[config.mk]
export PLATFORM = sky130hd
export DESIGN_NAME = bidir_sr_ctrl
export DESIGN_NICKNAME = d
export VERILOG_FILES = /design/src/rtl/bidir_sr_pkg.sv /design/src/rtl/sr_shift_cnt.sv /design/src/rtl/bidir_sr_ctrl.sv
export SDC_FILE = /design/constraint.sdc
export NUM_CORES = 1
export LEC_CHECK = 0
export BUFFER_PORTS_ARGS = -buffer_cell sky130_fd_sc_hd__buf_2
export CORE_MARGIN = 10
export CORE_UTILIZATION = 54
export CTS_BUF_LIST = sky130_fd_sc_hd__clkbuf_8 sky130_fd_sc_hd__clkbuf_16
export CTS_CLUSTER_SIZE = 20
export DETAILED_ROUTE_END_ITERATION = 12
export HOLD_SLACK_MARGIN = 0.06
export PLACE_DENSITY = 0.83
export RECOVER_POWER = 100
export SYNTH_ARGS = -nofsm -noshare
export SYNTH_HDL_FRONTEND = slang
export SYNTH_SLANG_ARGS = --single-unit
[constraint.sdc]
create_clock -name clk -period 3.76 [get_ports clk]
set_input_delay 0.188 -clock clk [delete_from_list [all_inputs] [get_ports clk]]
set_output_delay 0.188 -clock clk [all_outputs]
set_load 0.01 [all_outputs]
[src/rtl/bidir_sr_pkg.sv]
// Shared types and helpers for the bidirectional shift-register sequencer.
// Holds the FSM state enum, the length-field width derivation and the length clamp.
package bidir_sr_pkg;

   typedef enum logic [1:0] {
      StIdle,
      StShift,
      StSettle,
      StResp
   } sr_ctrl_state_t;

   localparam int unsigned DefaultWidth = 8;

   // Length field must be able to encode WIDTH itself, hence the extra bit.
   function automatic int unsigned cnt_width(input int unsigned width);
      return 32'($clog2(width)) + 32'd1;
   endfunction

   function automatic int unsigned clamp_len(input int unsigned len, input int unsigned width);
      return (len > width) ? width : len;
   endfunction

endpackage

[src/rtl/sr_shift_cnt.sv]
// Loadable down-counter tracking the shifts remaining in the current job.
// Flags the final shift so the controller can leave SHIFT on time.
module sr_shift_cnt #(
   parameter int unsigned CNT_W = 4
) (
   input  logic             clk,
   input  logic             reset,
   input  logic             load,
   input  logic [CNT_W-1:0] load_val,
   input  logic             dec,
   output logic             last
);

   logic [CNT_W-1:0] count_q;

   always_ff @(posedge clk) begin
      if (reset) begin
         count_q <= '0;
      end else if (load) begin
         count_q <= load_val;
      end else if (dec && (count_q != '0)) begin
         count_q <= count_q - CNT_W'(1);
      end
   end

   assign last = (count_q == CNT_W'(1));

endmodule

[src/rtl/bidir_sr_ctrl.sv]
// Command-driven sequencer for a bidirectional serial-in shift register: shifts a
// job's bits in over sr_en/sr_dir/sr_d, then returns the register's parallel output.
module bidir_sr_ctrl
   import bidir_sr_pkg::*;
#(
   parameter int unsigned WIDTH = DefaultWidth,
   parameter int unsigned CNT_W = cnt_width(WIDTH)
) (
   input  logic             clk,
   input  logic             reset,
   input  logic             cmd_valid,
   output logic             cmd_ready,
   input  logic             cmd_dir,
   input  logic [CNT_W-1:0] cmd_len,
   input  logic [WIDTH-1:0] cmd_data,
   output logic             sr_en,
   output logic             sr_dir,
   output logic             sr_d,
   input  logic [WIDTH-1:0] sr_out,
   output logic             rsp_valid,
   input  logic             rsp_ready,
   output logic [WIDTH-1:0] rsp_data,
   output logic             busy
);

   sr_ctrl_state_t state_q, state_d;

   logic [WIDTH-1:0] buf_q, buf_d;
   logic [WIDTH-1:0] rsp_data_q, rsp_data_d;
   logic             cmd_ready_q, cmd_ready_d;
   logic             sr_en_q, sr_en_d;
   logic             sr_dir_q, sr_dir_d;
   logic             sr_d_q, sr_d_d;
   logic             rsp_valid_q, rsp_valid_d;
   logic             busy_q, busy_d;

   logic [CNT_W-1:0] len_clamped;
   logic             cnt_load;
   logic             cnt_dec;
   logic             cnt_last;

   assign len_clamped = CNT_W'(clamp_len(32'(cmd_len), WIDTH));

   sr_shift_cnt #(
      .CNT_W (CNT_W)
   ) u_shift_cnt (
      .clk      (clk),
      .reset    (reset),
      .load     (cnt_load),
      .load_val (len_clamped),
      .dec      (cnt_dec),
      .last     (cnt_last)
   );

   always_comb begin
      state_d    = state_q;
      buf_d      = buf_q;
      sr_dir_d   = sr_dir_q;
      rsp_data_d = rsp_data_q;
      cnt_load   = 1'b0;
      cnt_dec    = 1'b0;

      unique case (state_q)
         StIdle: begin
            if (cmd_valid) begin
               buf_d    = cmd_data;
               sr_dir_d = cmd_dir;
               cnt_load = 1'b1;
               state_d  = (len_clamped != '0) ? StShift : StSettle;
            end
         end
         StShift: begin
            buf_d   = buf_q >> 1;
            cnt_dec = 1'b1;
            if (cnt_last) begin
               state_d = StSettle;
            end
         end
         StSettle: begin
            rsp_data_d = sr_out;
            state_d    = StResp;
         end
         StResp: begin
            if (rsp_ready) begin
               state_d = StIdle;
            end
         end
         default: state_d = StIdle;
      endcase

      // Outputs are registered, so they are decoded from the state being entered.
      sr_en_d     = (state_d == StShift);
      sr_d_d      = (state_d == StShift) && buf_d[0];
      rsp_valid_d = (state_d == StResp);
      busy_d      = (state_d != StIdle);
      cmd_ready_d = (state_d == StIdle);
   end

   always_ff @(posedge clk) begin
      if (reset) begin
         state_q     <= StIdle;
         buf_q       <= '0;
         rsp_data_q  <= '0;
         cmd_ready_q <= 1'b1;
         sr_en_q     <= 1'b0;
         sr_dir_q    <= 1'b0;
         sr_d_q      <= 1'b0;
         rsp_valid_q <= 1'b0;
         busy_q      <= 1'b0;
      end else begin
         state_q     <= state_d;
         buf_q       <= buf_d;
         rsp_data_q  <= rsp_data_d;
         cmd_ready_q <= cmd_ready_d;
         sr_en_q     <= sr_en_d;
         sr_dir_q    <= sr_dir_d;
         sr_d_q      <= sr_d_d;
         rsp_valid_q <= rsp_valid_d;
         busy_q      <= busy_d;
      end
   end

   assign cmd_ready = cmd_ready_q;
   assign sr_en     = sr_en_q;
   assign sr_dir    = sr_dir_q;
   assign sr_d      = sr_d_q;
   assign rsp_valid = rsp_valid_q;
   assign rsp_data  = rsp_data_q;
   assign busy      = busy_q;

endmodule

==> results of run 1 <==
area by class of cell:
class / instances / share of cell area [%]
sequential: 28 / 37.9
inverter: 6 / 1.52
tap: 28 / 2.37
clock buffer: 3 / 2.79
multi-input combinational: 93 / 43.7
timing repair buffer: 38 / 11.7
per-layer routing:
metal / vias up / global-route usage [%] / share of wire, %
met1: 512 / 15.6 / 42
met3: 7 / 3.70 / 7.3
met5: - / 0 / 0
li1: 561 / - / -
met2: 32 / 24.1 / 49
met4: 0 / 5.91 / 1.8
flip-flops by register name, indices dropped and copies added (netlist names):
signal and cells:
cmd_ready 1, buf_q 8, rsp_data 8, sr_dir 1, rsp_valid 1, state_q 2
u_shift_cnt.count_q 4, busy 1, sr_en 1, sr_d 1
cell usage in the layout (no fill, tap or decap), types with 2 or more instances in the layout:
cell type  instances
inv_1              6
nor2_1            17
mux2i_1           10
o22ai_1            5
dfxtp_1           28
a21oi_1            3
or3_1              2
o211a_1            2
o21ai_0            4
buf_2             24
clkbuf_1          14
nor3_1             3
o21bai_1           2
ha_1               2
or3b_1             2
o32ai_1            2
a31oi_1            2
nand2_1            5
a211oi_1          10
clkbuf_8           3
power breakdown:
part           internal (mW)  leakage [nW]  switching, mW  total, mW
combinational         0.0742         0.390         0.0811      0.155
clock                 0.0718        0.0216         0.0851      0.157
sequential             0.327         0.230         0.0283      0.355
worst paths after layout:
check / start / end / slack, ns / depth (start not counted)
worst min-delay path: cmd_dir / sr_dir$_SDFFE_PP0P_ / 0.15 / 3
worst max-delay path: state_q[0]$_SDFF_PP0_ / rsp_data[5]$_SDFFE_PP0N_ / 2.23 / 3
worst max register to register: state_q[0]$_SDFF_PP0_ / rsp_data[5]$_SDFFE_PP0N_ / 2.23 / 3
worst min register to register: sr_dir$_SDFFE_PP0P_ / sr_dir$_SDFFE_PP0P_ / 0.46 / 2
cells by family after synthesis:
kind of cell               count (synthesis)  share of synthesized area [%]
buffers and inverters                     14                           6.48
AOI/OAI and AO/OA                         35                           19.5
muxes                                     10                           7.74
and+or+nand+nor                           46                           21.0
adders and majority gates                  2                           1.93
DFF                                       28                           43.3
critical path: cells and delay by family (launching register included):
kind | cells | cell delay [ns]
flops | 1 | 0.67
mux | 1 | 0.26
simple gates | 2 | 0.48
==> run_results.csv, run 1 <==
group,metric,value,unit
place,place_congestion,0.995,
die,core,2250,µm²
place,place_inst,193,
detailed_routing,drt_wl_total,3.12,mm
sta,relSlewSlack,64.2,%
run,drv_cap,0,
synthesis,synthTopCellsByArea,"dfxtp_1 43%, mux2i_1 7.7%, a211oi_1 5.8%",
setup_path,slowest_delay,0.67,ns
clock_tree,htreeDepth,1,
clock_tree,cts_buffers,3,
clock_tree,cts_tree,"built",
sta,fmax,652,MHz
synthesis,synth-main-ff-cell,"dfxtp_1",
layout,n_fill_cell,198,
synthesis,synthCells,135,
power,p_leak,0.641,nW
synthesis,synthArstFlopShare,0,%
die,ios,39,
detailed_routing,drtIter0Drc,31,
synthesis,synth_seq_cells,28,
clock_tree,cts_resized,0,
sta,tightest_slew,0.536,ns
power,ir_drop,0.300,mV
setup_path,worst_setup_path_end_kind,"flip-flop",
synthesis,ys_warn_count,0,
clock_tree,path_clk_slew,0.09,ns
detailed_routing,route.detailed.drc,0,
detailed_routing,ant_nets,0,
clock_tree,cts_root_buf,"clkbuf_8",
die,die_w,68.9,µm
synthesis,ys_seq_area_share,43.3,%
sta,hold_ws,0.150,ns
die,die_y,68.9,µm
setup_path,crit_path_max_fanout,17,
layout,multi_input_area,647,µm²
synthesis,synth_cell_types,45,
synthesis,yosysMostFrequentCell,"dfxtp_1",
die,die_area,4750,µm²
clock_tree,ctsHoldBuffers,0,
sta,fin_crit_sh,40.8,%
detailed_routing,vias,1112,
place,placed_cell_area,1460,µm²
setup_path,cp.arrival,1.68,ns
detailed_routing,drt-wirelength-per-cell,15.9,µm
sta,period_minus_slack,1.53,ns
place,io_buffers,38,
layout,seq_area,561,µm²
sta,final_max_slew_viol_count,0,
sta,finalHoldViolCount,0,
synthesis,ys_top_cells_by_count,"28 x dfxtp_1, 17 x nor2_1, 10 x a211oi_1, 10 x mux2i_1",
setup_path,cp_slowest_cell,"dfxtp_1",
layout,utilization,65.6,%
layout,nets,197,
clock_tree,insertion_delay,0.27,ns
layout,area.growth.synth_to_final,14.3,%
setup_path,crit_chain,"or2b_1, mux2i_1, nor2_1",
synthesis,synth_edf_count,0,
hold_path,hp-class,"in2reg",
grt,grt_usage,13.9,%
detailed_routing,viasPerCell,5.67,
detailed_routing,firstDrtPassIters,4,
sta,setup_ws,2.23,ns
status,outcome,"finished, final reports clean",
sta,tns,0,ns
layout,fin_area,1480,µm²
sta,clock_skew,0.00242,ns
setup_path,critPathRequiredTime,3.91,ns
grt,grt_max_degree,28,
die,start_util,57.4,%
clock_tree,cts_max_path_buffers,2,
power,power,0.667,mW
die,fp-row-count,17,
layout,drive_above_1_share,20.8,%
synthesis,syn_area_per_cell,9.58,µm²
clock_tree,cts_sinks,28,
place,place_worst_setup_slack,2.21,ns
sta,grt_setup_unrepaired,"false",
synthesis,syn-cell-area,1290,µm²
synthesis,synth.net_count,162,
grt,grt_pass1_vias,1106,
grt,grt_pass1_wl,5.14,mm
clock_tree,cts_setup_buffers,0,
synthesis,synth_top_area_cell,"dfxtp_1",
setup_path,cp-start-kind,"flip-flop",
place,hpwl,2.34,mm
layout,antenna_cells,0,
grt,antenna_found_initial,0,
grt,grt_overflow,0,
setup_path,crit_type,"reg2reg",
layout,fin_cells,196,
sta,finalSetupViolCount,0,
synthesis,synth_top_area_share,43.3,%
power,power_density,451,nW/µm²
(Power assumes the default switching activity.)
==> run 2: changes to the inputs <==
- ABC_AREA: unset -> 1
- CORE_UTILIZATION: 54 -> 44
- PLACE_DENSITY: 0.83 -> 0.74
- clock period: 3.76 -> 1.3 ns (I/O delays scaled with it)
==> run_results.csv, run 2 <==
group,metric,value,unit
status,outcome,"finished, final reports clean",
sta,tns,0,ns
setup_path,cp.arrival,1.35,ns
die,die_y,71.9,µm
setup_path,critPathRequiredTime,1.46,ns
grt,antenna_found_initial,0,
place,placed_cell_area,1410,µm²
clock_tree,cts_root_buf,"clkbuf_8",
synthesis,yosysMostFrequentCell,"nand2_1",
setup_path,crit_path_max_fanout,5,
hold_path,hp-class,"in2reg",
sta,grt_setup_unrepaired,"false",
sta,clock_skew,0.00364,ns
sta,tightest_slew,0.304,ns
clock_tree,cts_buffers,3,
die,ios,39,
detailed_routing,ant_nets,0,
synthesis,ys_top_cells_by_count,"36 x nand2_1, 34 x nor2_1, 28 x dfxtp_1, 14 x o21ai_0, 12 x inv_1",
die,die_w,71.9,µm
layout,fin_area,1590,µm²
layout,utilization,62.9,%
place,hpwl,2.19,mm
place,place_congestion,0.846,
layout,nets,244,
sta,fin_crit_sh,91.5,%
die,core,2520,µm²
sta,period_minus_slack,1.19,ns
layout,antenna_cells,0,
clock_tree,cts_tree,"built",
detailed_routing,drt_wl_total,2.91,mm
clock_tree,insertion_delay,0.27,ns
power,power_density,1300,nW/µm²
place,io_buffers,38,
sta,finalSetupViolCount,0,
synthesis,syn-cell-area,1180,µm²
grt,grt_pass1_wl,4.71,mm
hold_path,hold_depth,3,
die,die_area,5170,µm²
layout,layout_common_cells,"36 x nand2_1, 35 x nor2_1, 25 x dfxtp_1",
synthesis,synth_cell_types,20,
synthesis,synthCells,161,
grt,grt_max_degree,16,
die,start_util,47.0,%
synthesis,synth_top_area_cell,"dfxtp_1",
detailed_routing,vias,1173,
detailed_routing,viasPerCell,4.77,
synthesis,syn_area_per_cell,7.36,µm²
setup_path,reg2reg_depth,8,
grt,grt_pass1_vias,1105,
grt,grtUsageMet3,3.54,%
grt,grt_usage,10.7,%
layout,n_fill_cell,248,
clock_tree,htreeDepth,1,
layout,area.growth.synth_to_final,33.9,%
grt,busiest_layer,"met2",
run,drv_cap,0,
synthesis,synth_top_area_share,47.3,%
power,p_leak,0.721,nW
synthesis,synth_seq_cells,28,
layout,drive_above_1_share,20.4,%
synthesis,ys_warn_count,0,
sta,relSlewSlack,79.7,%
synthesis,synth_edf_count,0,
clock_tree,cts_sinks,28,
clock_tree,cts_max_path_buffers,2,
setup_path,cp-start-kind,"flip-flop",
synthesis,synth-main-ff-cell,"dfxtp_1",
grt,grt_overflow,0,
sta,fmax,840,MHz
clock_tree,path_clk_slew,0.09,ns
detailed_routing,route.detailed.drc,0,
synthesis,synth.net_count,188,
grt,use_met1,11.3,%
layout,layout_commonest_cell,"nand2_1",
die,fp-row-count,18,
setup_path,crit_type,"reg2reg",
sta,hold_ws,0.0645,ns
power,ir_drop,0.872,mV
synthesis,synthArstFlopShare,0,%
sta,finalHoldViolCount,0,
detailed_routing,drtIter0Drc,66,
synthesis,ys_seq_area_share,47.3,%
power,power,2.06,mW
detailed_routing,drt-wirelength-per-cell,11.8,µm
detailed_routing,firstDrtPassIters,4,
sta,final_max_slew_viol_count,0,
synthesis,synthTopCellsByArea,"dfxtp_1 47%, nand2_1 11%, nor2_1 11%",
setup_path,worst_setup_path_end_kind,"flip-flop",
grt,grt_util_met2,19.8,%
[run 2: layout make-up]
class	instances	area, µm²	share of cell area, %
flip-flops and latches	28	564	35.6
multi-input cells	113	537	33.8
repair buffers	54	322	20.3
inverters	17	71.3	4.50
clock buffers	4	55.1	3.47
well taps	30	37.5	2.37
[run 2: repair_timing]
action,CTS,global route
setup buffers,0,1
endpoints found under the hold margin,13,0
endpoints found under the setup margin,0,10
hold buffers,13,0
resized for setup,0,6
[run 2: metrics by stage]
step	instances	setup WS [ns]
3_5_place_dp	228	0.0519
3_3_place_gp	228	0.0730
6_report	246	0.110
2_1_floorplan	161	0.179
4_1_cts	245	0.0317
5_1_grt	246	0.00108
[run 2: worst paths after layout]
path / from / to / slack [ns]
min reg2reg: buf_q[7]$_SDFFE_PP0P_ / buf_q[7]$_SDFFE_PP0P_ / 0.48
max reg2reg: u_shift_cnt.count_q[0]$_SDFFE_PP0P_ / u_shift_cnt.count_q[1]$_SDFFE_PP0P_ / 0.11
min: cmd_data[3] / buf_q[3]$_SDFFE_PP0P_ / 0.06
max: u_shift_cnt.count_q[0]$_SDFFE_PP0P_ / u_shift_cnt.count_q[1]$_SDFFE_PP0P_ / 0.11
[run 2: critical path: stages, from the launching register on]
cell     delay [ns]
dfxtp_2        0.36
inv_1          0.05
ha_1           0.22
nand2_1        0.07
nand2_1        0.07
nand2_2        0.10
inv_1          0.07
nor2_1         0.09
a21oi_1        0.06
[run 2: power breakdown]
part           internal [mW]  switching (mW)
sequential             0.955          0.0540
combinational          0.211           0.308
clock                  0.271           0.257
[run 2: cells by family (layout without fill, tap and decap cells)]
| group | after synthesis | in the layout | synth area share (%) |
|---|---|---|---|
| AOI/OAI and AO/OA | 31 | 31 | 14.0 |
| and+or+nand+nor | 80 | 80 | 29.4 |
| buffers and inverters | 20 | 75 | 7.18 |
| adders and majority gates | 2 | 2 | 2.11 |
| DFF | 28 | 28 | 47.3 |
[run 2: metal layers]
| layer | routed length (µm) | vias up |
|---|---|---|
| li1 | - | 620 |
| met2 | 1440 | 25 |
| met4 | 13 | 0 |
| met5 | 0 | - |
| met1 | 1300 | 526 |
| met3 | 164 | 2 |
